**src/rtl/dev_tx_cmd_arbiter_pkg.sv**
```systemverilog
// Shared definitions for the TX command arbiter: one-hot state encodings and the cmd_len field width.
package dev_tx_cmd_arbiter_pkg;

   typedef enum logic [2:0] {
      S_IDLE = 3'b001,
      S_XFER = 3'b010,
      S_GAP  = 3'b100
   } arb_state_e;

   localparam int CMD_LEN_W = 2;

endpackage

```
**src/rtl/dev_tx_cmd_arbiter_rr_pick.sv**
```systemverilog
// Combinational round-robin picker: first set request at or above start_i, wrapping modulo P_NUM_REQ.
module dev_tx_cmd_rr_pick #(
   parameter int P_NUM_REQ       = 4,
   parameter int P_REQ_IDX_WIDTH = 2
) (
   input  logic [P_NUM_REQ-1:0]       req_i,
   input  logic [P_REQ_IDX_WIDTH-1:0] start_i,
   output logic                       found_o,
   output logic [P_REQ_IDX_WIDTH-1:0] idx_o
);

   localparam logic [P_REQ_IDX_WIDTH:0] NUM = (P_REQ_IDX_WIDTH+1)'(P_NUM_REQ);

   logic [P_REQ_IDX_WIDTH:0]   sum;
   logic [P_REQ_IDX_WIDTH-1:0] cand;

   // start_i and the offset are both below P_NUM_REQ, so one subtraction wraps the sum
   always_comb begin
      found_o = 1'b0;
      idx_o   = '0;
      sum     = '0;
      cand    = '0;
      for (int k = 0; k < P_NUM_REQ; k++) begin
         sum = {1'b0, start_i} + (P_REQ_IDX_WIDTH+1)'(k);
         if (sum >= NUM) sum = sum - NUM;
         cand = sum[P_REQ_IDX_WIDTH-1:0];
         if (!found_o && req_i[cand]) begin
            found_o = 1'b1;
            idx_o   = cand;
         end
      end
   end

endmodule

```
**src/rtl/dev_tx_cmd_arbiter.sv**
```systemverilog
// Round-robin arbiter for the device TX command FIFO write port; grant is held for a whole 1-4 beat command.
// Define DEV_TX_CMD_ARB_PRIO0_EN to give requester 0 strict priority over the rotating others.
module dev_tx_cmd_arbiter
   import dev_tx_cmd_arbiter_pkg::*;
#(
   parameter int P_NUM_REQ        = 4,
   parameter int P_REQ_IDX_WIDTH  = 2,
   parameter int P_CMD_DATA_WIDTH = 30
) (
   input  logic                                  pcie_user_clk,
   input  logic                                  pcie_user_rst_n,
   input  logic [P_NUM_REQ-1:0]                  cmd_req,
   input  logic [CMD_LEN_W*P_NUM_REQ-1:0]        cmd_len,
   input  logic [P_CMD_DATA_WIDTH*P_NUM_REQ-1:0] cmd_data,
   output logic [P_NUM_REQ-1:0]                  cmd_ack,
   output logic                                  tx_cmd_wr_en,
   output logic [P_CMD_DATA_WIDTH-1:0]           tx_cmd_wr_data,
   input  logic                                  tx_cmd_full_n,
   output logic                                  arb_busy
);

   localparam logic [P_REQ_IDX_WIDTH-1:0] LAST_IDX = P_REQ_IDX_WIDTH'(P_NUM_REQ - 1);

   arb_state_e                 state_q, state_d;
   logic [P_REQ_IDX_WIDTH-1:0] rr_ptr_q, rr_ptr_d;
   logic [P_REQ_IDX_WIDTH-1:0] grant_idx_q, grant_idx_d;
   logic [CMD_LEN_W-1:0]       beat_cnt_q, beat_cnt_d;
   logic [CMD_LEN_W-1:0]       last_beat_q, last_beat_d;

   logic [P_CMD_DATA_WIDTH-1:0] data_arr [P_NUM_REQ];
   logic [CMD_LEN_W-1:0]        len_arr  [P_NUM_REQ];

   for (genvar g = 0; g < P_NUM_REQ; g++) begin : g_unpack
      assign data_arr[g] = cmd_data[g*P_CMD_DATA_WIDTH +: P_CMD_DATA_WIDTH];
      assign len_arr[g]  = cmd_len[g*CMD_LEN_W +: CMD_LEN_W];
   end

   logic [P_NUM_REQ-1:0]       pick_req;
   logic                       pick_found;
   logic [P_REQ_IDX_WIDTH-1:0] pick_idx;
   logic [P_REQ_IDX_WIDTH-1:0] next_ptr;

`ifdef DEV_TX_CMD_ARB_PRIO0_EN
   // requester 0 is served outside the rotation, so the picker never sees it
   assign pick_req = {cmd_req[P_NUM_REQ-1:1], 1'b0};
`else
   assign pick_req = cmd_req;
`endif

   dev_tx_cmd_rr_pick #(
      .P_NUM_REQ       (P_NUM_REQ),
      .P_REQ_IDX_WIDTH (P_REQ_IDX_WIDTH)
   ) u_rr_pick (
      .req_i   (pick_req),
      .start_i (rr_ptr_q),
      .found_o (pick_found),
      .idx_o   (pick_idx)
   );

   assign next_ptr       = (grant_idx_q == LAST_IDX) ? '0 : grant_idx_q + 1'b1;
   assign tx_cmd_wr_data = data_arr[grant_idx_q];
   assign arb_busy       = (state_q != S_IDLE);

   always_ff @(posedge pcie_user_clk or negedge pcie_user_rst_n) begin
      if (!pcie_user_rst_n) begin
         state_q     <= S_IDLE;
         rr_ptr_q    <= '0;
         grant_idx_q <= '0;
         beat_cnt_q  <= '0;
         last_beat_q <= '0;
      end else begin
         state_q     <= state_d;
         rr_ptr_q    <= rr_ptr_d;
         grant_idx_q <= grant_idx_d;
         beat_cnt_q  <= beat_cnt_d;
         last_beat_q <= last_beat_d;
      end
   end

   always_comb begin
      state_d      = state_q;
      rr_ptr_d     = rr_ptr_q;
      grant_idx_d  = grant_idx_q;
      beat_cnt_d   = beat_cnt_q;
      last_beat_d  = last_beat_q;
      tx_cmd_wr_en = 1'b0;
      cmd_ack      = '0;

      unique case (state_q)
         S_IDLE: begin
`ifdef DEV_TX_CMD_ARB_PRIO0_EN
            if (cmd_req[0]) begin
               grant_idx_d = '0;
               last_beat_d = len_arr[0];
               beat_cnt_d  = '0;
               state_d     = S_XFER;
            end else if (pick_found) begin
`else
            if (pick_found) begin
`endif
               grant_idx_d = pick_idx;
               last_beat_d = len_arr[pick_idx];
               beat_cnt_d  = '0;
               state_d     = S_XFER;
            end
         end
         S_XFER: begin
            // write strobe follows full_n combinationally so a full FIFO is never written
            tx_cmd_wr_en = tx_cmd_full_n;
            if (tx_cmd_full_n) begin
               cmd_ack[grant_idx_q] = 1'b1;
               beat_cnt_d           = beat_cnt_q + 1'b1;
               if (beat_cnt_q == last_beat_q) begin
                  state_d = S_GAP;
`ifdef DEV_TX_CMD_ARB_PRIO0_EN
                  if (grant_idx_q != '0) rr_ptr_d = next_ptr;
`else
                  rr_ptr_d = next_ptr;
`endif
               end
            end
         end
         S_GAP: begin
            state_d = S_IDLE;
         end
         default: begin
            state_d = S_IDLE;
         end
      endcase
   end

endmodule

```
**config.mk**
```make
export PLATFORM = sky130hd
export DESIGN_NAME = dev_tx_cmd_arbiter
export DESIGN_NICKNAME = d
export VERILOG_FILES = /design/src/rtl/dev_tx_cmd_arbiter_pkg.sv /design/src/rtl/dev_tx_cmd_arbiter_rr_pick.sv /design/src/rtl/dev_tx_cmd_arbiter.sv
export SDC_FILE = /design/constraint.sdc
export NUM_CORES = 1
export LEC_CHECK = 0
export ABC_AREA = 1
export CAP_MARGIN = 20
export CORE_UTILIZATION = 31
export CTS_CLUSTER_SIZE = 10
export DETAILED_ROUTE_END_ITERATION = 10
export HOLD_SLACK_MARGIN = 0.02
export PLACE_DENSITY = 0.81
export SLEW_MARGIN = 20
export SYNTH_ARGS = -nofsm -noshare
export SYNTH_HDL_FRONTEND = slang
export SYNTH_SLANG_ARGS = --single-unit
```
**constraint.sdc**
```tcl
create_clock -name pcie_user_clk -period 1.9 [get_ports pcie_user_clk]
set_clock_uncertainty 0.2 [all_clocks]
set_input_delay 0.285 -clock pcie_user_clk [delete_from_list [all_inputs] [get_ports pcie_user_clk]]
set_output_delay 0.285 -clock pcie_user_clk [all_outputs]
set_load 0.02 [all_outputs]
```
After elaboration in Yosys (flattened, before gate mapping). Index checks and enable logic that the tools add are counted. W data, S select, Z words.

Bits in registers: 11. Logic and storage cells: 87. Output and inout port bits: 36. Input bits: 135.

Reduce and logical (&&, ||, !) cells: 12. Add/sub/neg operators: 9. $lt $le $gt $ge: 12. Multiplexer cells: 39. Bitwise operators: 2. Equality and inequality tests: 8.

Operators with widths (count): $bmux W30 S2 (1); $mux W30 (2); $mux W2 (13); $ge A3 B3 Y1 const B (5); $lt A2 B3 Y1 const B (5); $mux W1 (10); $mux W3 (3); $reduce_and A3 Y1 (3); $bmux W1 S2 (4); $mux W4 (2); $sub A2 B1 Y2 const B (4); $add A2 B2 Y3 const B (2); $ne A2 B2 Y1 const B (3); $not A2 Y3 (2); $pmux W3 S2 (1); $add A2 B1 Y2 const B (2); $bmux W2 S2 (1); $logic_and A1 B1 Y1 (4); $pmux W2 S2 (1); $add A2 B1 Y3 const B (1); $eq A3 B1 Y1 const B (1); $eq A3 B2 Y1 const B (1); $ge A2 B3 Y1 const B (1); $logic_not A1 Y1 (3); other kinds (7) (7).

Depth between registers and ports, before layout. Gate-level depths: netlist (run 1).

Depth in word-level cells: 18. Gate-level depth with buffers: 15. Mapped depth without buffers: 14.

By module. From an unflattened synthesis (run 1), not the netlist that was laid out.

Cell total of the unflattened synthesis: 316. Area, all modules: 1868.0 sq um.

Modules (own cells, without submodules): dev_tx_cmd_arbiter (sequential area each 276.5 sq um, cells an instance 257, area each 1549.0 sq um, times used 1); dev_tx_cmd_rr_pick (sequential area each 0.0 sq um, cells an instance 59, area each 319.1 sq um, times used 1).

Worst setup path after synthesis (run 1). No wires, ideal clock.

Kind: reg2out. Start: register grant_idx_q[0]. End: output cmd_ack[2]. Data arrival time: 1.493 ns. Data required time: 1.415 ns. Buffers on the path: 2. Stages on the path, launching flop included: 7. Path slack: -0.078 ns. Cells stage by stage: dfrtp_1 -> clkbuf_1 -> clkinv_1 -> clkbuf_1 -> ha_1 -> nand2_1 -> nor2_1.

Cells in the longest elaborated chain, start to end: 6. Elaborated cells on any way between the ends: 7. Those cells by class: 2 x order compare; 4 x mux; 1 x reduce/logical.

RTL lines: from (decl) (RTL line dev_tx_cmd_arbiter.sv:26) `logic [P_REQ_IDX_WIDTH-1:0] grant_idx_q, grant_idx_d;`; from (signal assigned) (RTL line dev_tx_cmd_arbiter.sv:74) `grant_idx_q <= grant_idx_d;`; $lt A2 B3 Y1 (not written as such) / $ge A2 B1 Y1 (equally long branches) (RTL line dev_tx_cmd_arbiter.sv:111) `cmd_ack[grant_idx_q] = 1'b1;`; $logic_and A1 B1 Y1 (not written as such) (RTL line dev_tx_cmd_arbiter.sv:111); $mux W1 (not written as such) (RTL line dev_tx_cmd_arbiter.sv:111); $demux W1 S2 (*) (RTL line dev_tx_cmd_arbiter.sv:111); $mux W4 (*) (RTL line dev_tx_cmd_arbiter.sv:110) `if (tx_cmd_full_n) begin`; $mux W4 (*) (RTL line dev_tx_cmd_arbiter.sv:89) `unique case (state_q)`; to (decl) (RTL line dev_tx_cmd_arbiter.sv:15) `output logic [P_NUM_REQ-1:0] cmd_ack,`.

Mark *: on every way between the ends. The rest lies on a longest branch, timed or not.

Worst setup path after layout (run 1).
Start: register grant_idx_q[0]. End: output tx_cmd_wr_data[14].

Cells in the longest elaborated chain, start to end: 4.

RTL lines: $not A2 Y3 (not written as such) (RTL line dev_tx_cmd_arbiter.sv:61) `assign tx_cmd_wr_data = data_arr[grant_idx_q];`; $bmux W30 S2 (RTL line dev_tx_cmd_arbiter.sv:61); $mux W30 (not written as such) (2 in series) (RTL line dev_tx_cmd_arbiter.sv:61); to (decl) (RTL line dev_tx_cmd_arbiter.sv:17) `output logic [P_CMD_DATA_WIDTH-1:0] tx_cmd_wr_data,`.

Every way passes these cells. The select of a mux whose other input is x is not followed.

==> parameters.txt, run 1 <==
Parameter                              Value

Status
  Outcome ... finished, violations left
  Failing checks ... setup timing

Layout
  Synthesis-to-finish area growth ... 145.3%
  Layout Cells excl Fill ... 595
  Fraction of layout instances using a drive strength above 1 ... 35.76%
  Commonest cells after routing, fill and taps aside ... sky130_fd_sc_hd__clkdlybuf4s50_1, sky130_fd_sc_hd__nand2_1, sky130_fd_sc_hd__o21ai_1, sky130_fd_sc_hd__buf_4, sky130_fd_sc_hd__nor2_1
  Final cell utilization of the core ... 80.62%
  Most frequent standard cell in the layout excluding fill and tap cells ... sky130_fd_sc_hd__clkdlybuf4s50_1
  Net count reported at finish ... 663
  Antenna fix cells ... 0
  Filler cells ... 344

Setup path
  CP Buf/Inv Count ... 3
  Endpoint type of the worst setup path ... output port
  Cell with the biggest individual delay on the critical path ... sky130_fd_sc_hd__dfrtp_2
  Critical path's top delay family ... buffers and inverters
  Cells along the critical path ... buf_12, buf_12, o21ai_0, o22ai_1, buf_4
  Critical path required time ... 1.41 ns
  Critical Path AT ... 1.59 ns
  Crit Path Class ... reg2out
  Crit-path most repeated cell ... sky130_fd_sc_hd__buf_12
  Worst setup SP type ... flop
  Critical path peak fanout ... 16
  Longest individual stage delay on the worst path ... 0.43 ns

Yosys
  Sequential-to-total area share from yosys stat ... 14.91%
  Net count after synthesis ... 462
  Largest family of logic cells by synthesized area ... simple AND/OR/NAND/NOR gates
  Post-synthesis xor/xnor area fraction ... 0.4723%
  Number of library cell types mapped by synthesis ... 29
  Adder and majority gate portion of the synthesized area ... 2.699%
  Netlist area before placement ... 1854 µm²
  Gate Count Post-Synth ... 323
  Compound-gate portion of the synthesized area ... 29.49%
  Yosys warning total ... 0
  Synth Area in Simple Gates ... 41.30%
  Multiplexer share of the synthesized area ... 0%
  Flop and latch count out of synthesis ... 11
  Mean instance size in the synthesized netlist ... 5.741 µm²

Drt
  Vias after detailed routing ... 3,268
  First DRT Iteration DRCs ... 143
  Final routed wire length divided by cell count ... 18.53 µm
  Vias per Instance ... 5.492
  Residual antenna-violating net count after detailed routing ... 0
  Pre-antenna DRT Iters ... 4
  Final routed wirelength across all metal layers ... 11,030 µm
  Residual DRC count ... 0

GRT
  Number of antenna violations at the first check in global routing ... 0
  Pin count of the biggest net entering global routing ... 32
  Grt met2 use ... 48.79%
  Global routing usage summed across all routing layers ... 25.40%
  Busiest layer in global routing ... met2
  Via count of the first global-routing pass ... 2,807
  First-pass GRT wire length ... 12,520 µm
  Final global-route overflow total ... 0
  Met3 usage ... 7.011%
  Met1 track demand over resource ... 26.04%

Clock tree
  Clk Tree Root Cell ... sky130_fd_sc_hd__clkbuf_8
  Total number of H-tree levels ... 1
  Clock tree from TritonCTS ... done
  Clock latency reported for the late side of the worst-skew pair ... 0.24 ns
  Clk sinks ... 11
  Clock buffer count from CTS ... 3
  Hold-fix buffer count after cts ... 0
  Clock transition at the registers of the reported paths ... 0.05 ns
  Maximum count of clock buffers along a single path ... 2

Place
  Placed insts ... 571
  Placed wire-length estimate ... 6240 µm
  Setup slack at placement ... -0.2889 ns
  Last weighted congestion value of the routability-driven placer ... 0.8913
  Number of I/O port buffers ... 170

STA
  Unrepaired setup endpoints after global routing ... true
  Final min period ... 2.075 ns
  Setup ws final ... -0.1749 ns
  Final setup fails ... 33
  Final number of max-transition violations ... 0
  Worst slew slack as a fraction of its limit ... 63.72%
  Pin slew with the least headroom to its limit ... 0.5426 ns
  Max Clk Rate ... 481.9 MHz
  Share of the clock period used by the worst path ... 109.2%
  Final count of hold timing violations ... 0

Power
  Leak pwr ... 1.974 nW
  Peak supply drop ... 0.9321 mV
  Power density over the cells ... 1720 nW/µm²

Floorplanning
  I/O pin cnt ... 171
  Area of the core ... 5642 µm²
  Chip width ... 79.34 µm
  Total number of placement rows ... 27
  Total die area ... 6295 µm²
  Die Ht ... 79.34 µm
  Initial standard-cell utilization of the core ... 32.87%

Job
  Total of max-cap violations ... 0

Min path
  Type of the most critical hold path ... in2async
==> cell type report <==
cell class	count	area, µm²	share of cell area, %
tap	72	90.09	1.981
sequential	11	279.0	6.135
timing repair inverter	1	16.27	0.3576
multi-input combinational	261	1724	37.91
inverter	31	136.4	2.999
clock buffer	4	45.04	0.9904
timing repair buffer	215	2257	49.63
==> synthesized netlist by cell type <==
master                      n  area, µm²
sky130_fd_sc_hd__ha_1       4      50.05
sky130_fd_sc_hd__nand2_1   48      180.2
sky130_fd_sc_hd__nand4_1    4      25.02
sky130_fd_sc_hd__nand3_1   12      60.06
sky130_fd_sc_hd__buf_1      1      3.750
sky130_fd_sc_hd__nor2_1    65      244.0
sky130_fd_sc_hd__nand2_2    8      50.05
sky130_fd_sc_hd__inv_1     23      86.33
sky130_fd_sc_hd__nor2_8     1      20.02
sky130_fd_sc_hd__a21oi_1    3      15.01
sky130_fd_sc_hd__nand3_4    2      35.03
sky130_fd_sc_hd__clkinv_1   2      7.510
sky130_fd_sc_hd__inv_8      1      11.26
sky130_fd_sc_hd__xnor2_1    1      8.760
sky130_fd_sc_hd__buf_6      1      11.26
sky130_fd_sc_hd__clkbuf_1  18      67.56
sky130_fd_sc_hd__dfrtp_1   10      250.2
sky130_fd_sc_hd__nor2_4     1      11.26
sky130_fd_sc_hd__inv_2      5      18.77
sky130_fd_sc_hd__dfstp_2    1      26.28
sky130_fd_sc_hd__o21ai_1    1      5.000
sky130_fd_sc_hd__o211ai_1   1      7.510
sky130_fd_sc_hd__nand3_2    2      20.02
sky130_fd_sc_hd__nor3_2     3      30.03
sky130_fd_sc_hd__nor2_2     1      6.260
sky130_fd_sc_hd__o21ai_0   65      325.3
sky130_fd_sc_hd__nor3_1     1      5.000
sky130_fd_sc_hd__o22ai_1   31      193.9
sky130_fd_sc_hd__nand2_4    7      78.83
==> worst reg2reg max path, delay by kind of cell (launching register included) <==
| family | cells | cell delay [ns] |
|---|---|---|
| flip-flops | 1 | 0.42 |
| AO/OA/AOI/OAI | 1 | 0.20 |
| AND/OR/NAND/NOR | 7 | 0.62 |
| buffers and inverters | 3 | 0.37 |
==> cell families after synthesis <==
| logic type | Yosys count |
|---|---|
| AOI/OAI and AO/OA | 101 |
| xor gates and xnor gates | 1 |
| adders and majority gates | 4 |
| buffers and inverters | 51 |
| DFF | 11 |
| and+or+nand+nor | 155 |
==> registers in the layout (all words and copies together), names as in the netlist <==
signal and cells:
last_beat_q 2, rr_ptr_q 2, beat_cnt_q 2, state_q 3
grant_idx_q 2
==> report_power, final <==
group	leakage (nW)	total (W)	internal [W]	switching (W)
combinational	1.82	0.00710	0.00321	0.00389
clock	0.0228	0.000240	0.000148	0.0000924
sequential	0.133	0.000478	0.000364	0.000114
total	1.97	0.00782	0.00372	0.00410
==> stage by stage <==
stage	cell area (µm²)	total power (W)	hold WS [ns]	TNS (ns)
2_1_floorplan	1856	0.003504	-0.2106	0
3_3_place_gp	3797	0.005609	0.2934	-7.565
3_5_place_dp	3797	0.005685	0.2985	-8.384
4_1_cts	3786	0.005817	0.2071	-0.1039
5_1_grt	4548	0.008230	0.2312	-3.633
6_report	4548	0.007822	0.1993	-1.847
==> metal layers <==
metal / vias up / share of wire (%) / wire length (µm)
met2: 206 / 50 / 5538
met3: 64 / 8.8 / 970
met4: 0 / 6.1 / 673
li1: 1491 / - / -
met5: - / 0 / 0
met1: 1507 / 35 / 3845
==> final timing paths <==
kind / from / end / slack [ns] / depth (start not counted)
min in group pcie_user_clk: last_beat_q[0] / last_beat_q[0] / 0.31 / 2
max in group asynchronous: pcie_user_rst_n / grant_idx_q[1] / 0.91 / 1
worst min-delay path: pcie_user_rst_n / state_q[2] / 0.20 / 1
worst max-delay path: grant_idx_q[0] / tx_cmd_wr_data[14] / -0.17 / 5
worst min register to register: last_beat_q[0] / last_beat_q[0] / 0.31 / 2
worst max register to register: rr_ptr_q[0] / grant_idx_q[0] / -0.02 / 11
==> timing repair <==
action / CTS / global route
buffers inserted: 1 / 5
pin swaps: 2 / 44
resized for setup: 158 / 184
cloned: 2 / 12
setup endpoints to repair: 39 / 38
No activity file was read; power rests on OpenSTA's default activity.
==> run 2, diff against run 1 <==
--- a/config.mk
+++ b/config.mk
@@ -16,3 +16,4 @@
 export SYNTH_ARGS = -nofsm -noshare
 export SYNTH_HDL_FRONTEND = slang
 export SYNTH_SLANG_ARGS = --single-unit
+export TNS_END_PERCENT = 100
==> results of run 2 <==
Same layout as run 1: the final DEF is identical, and so are final timing and power.
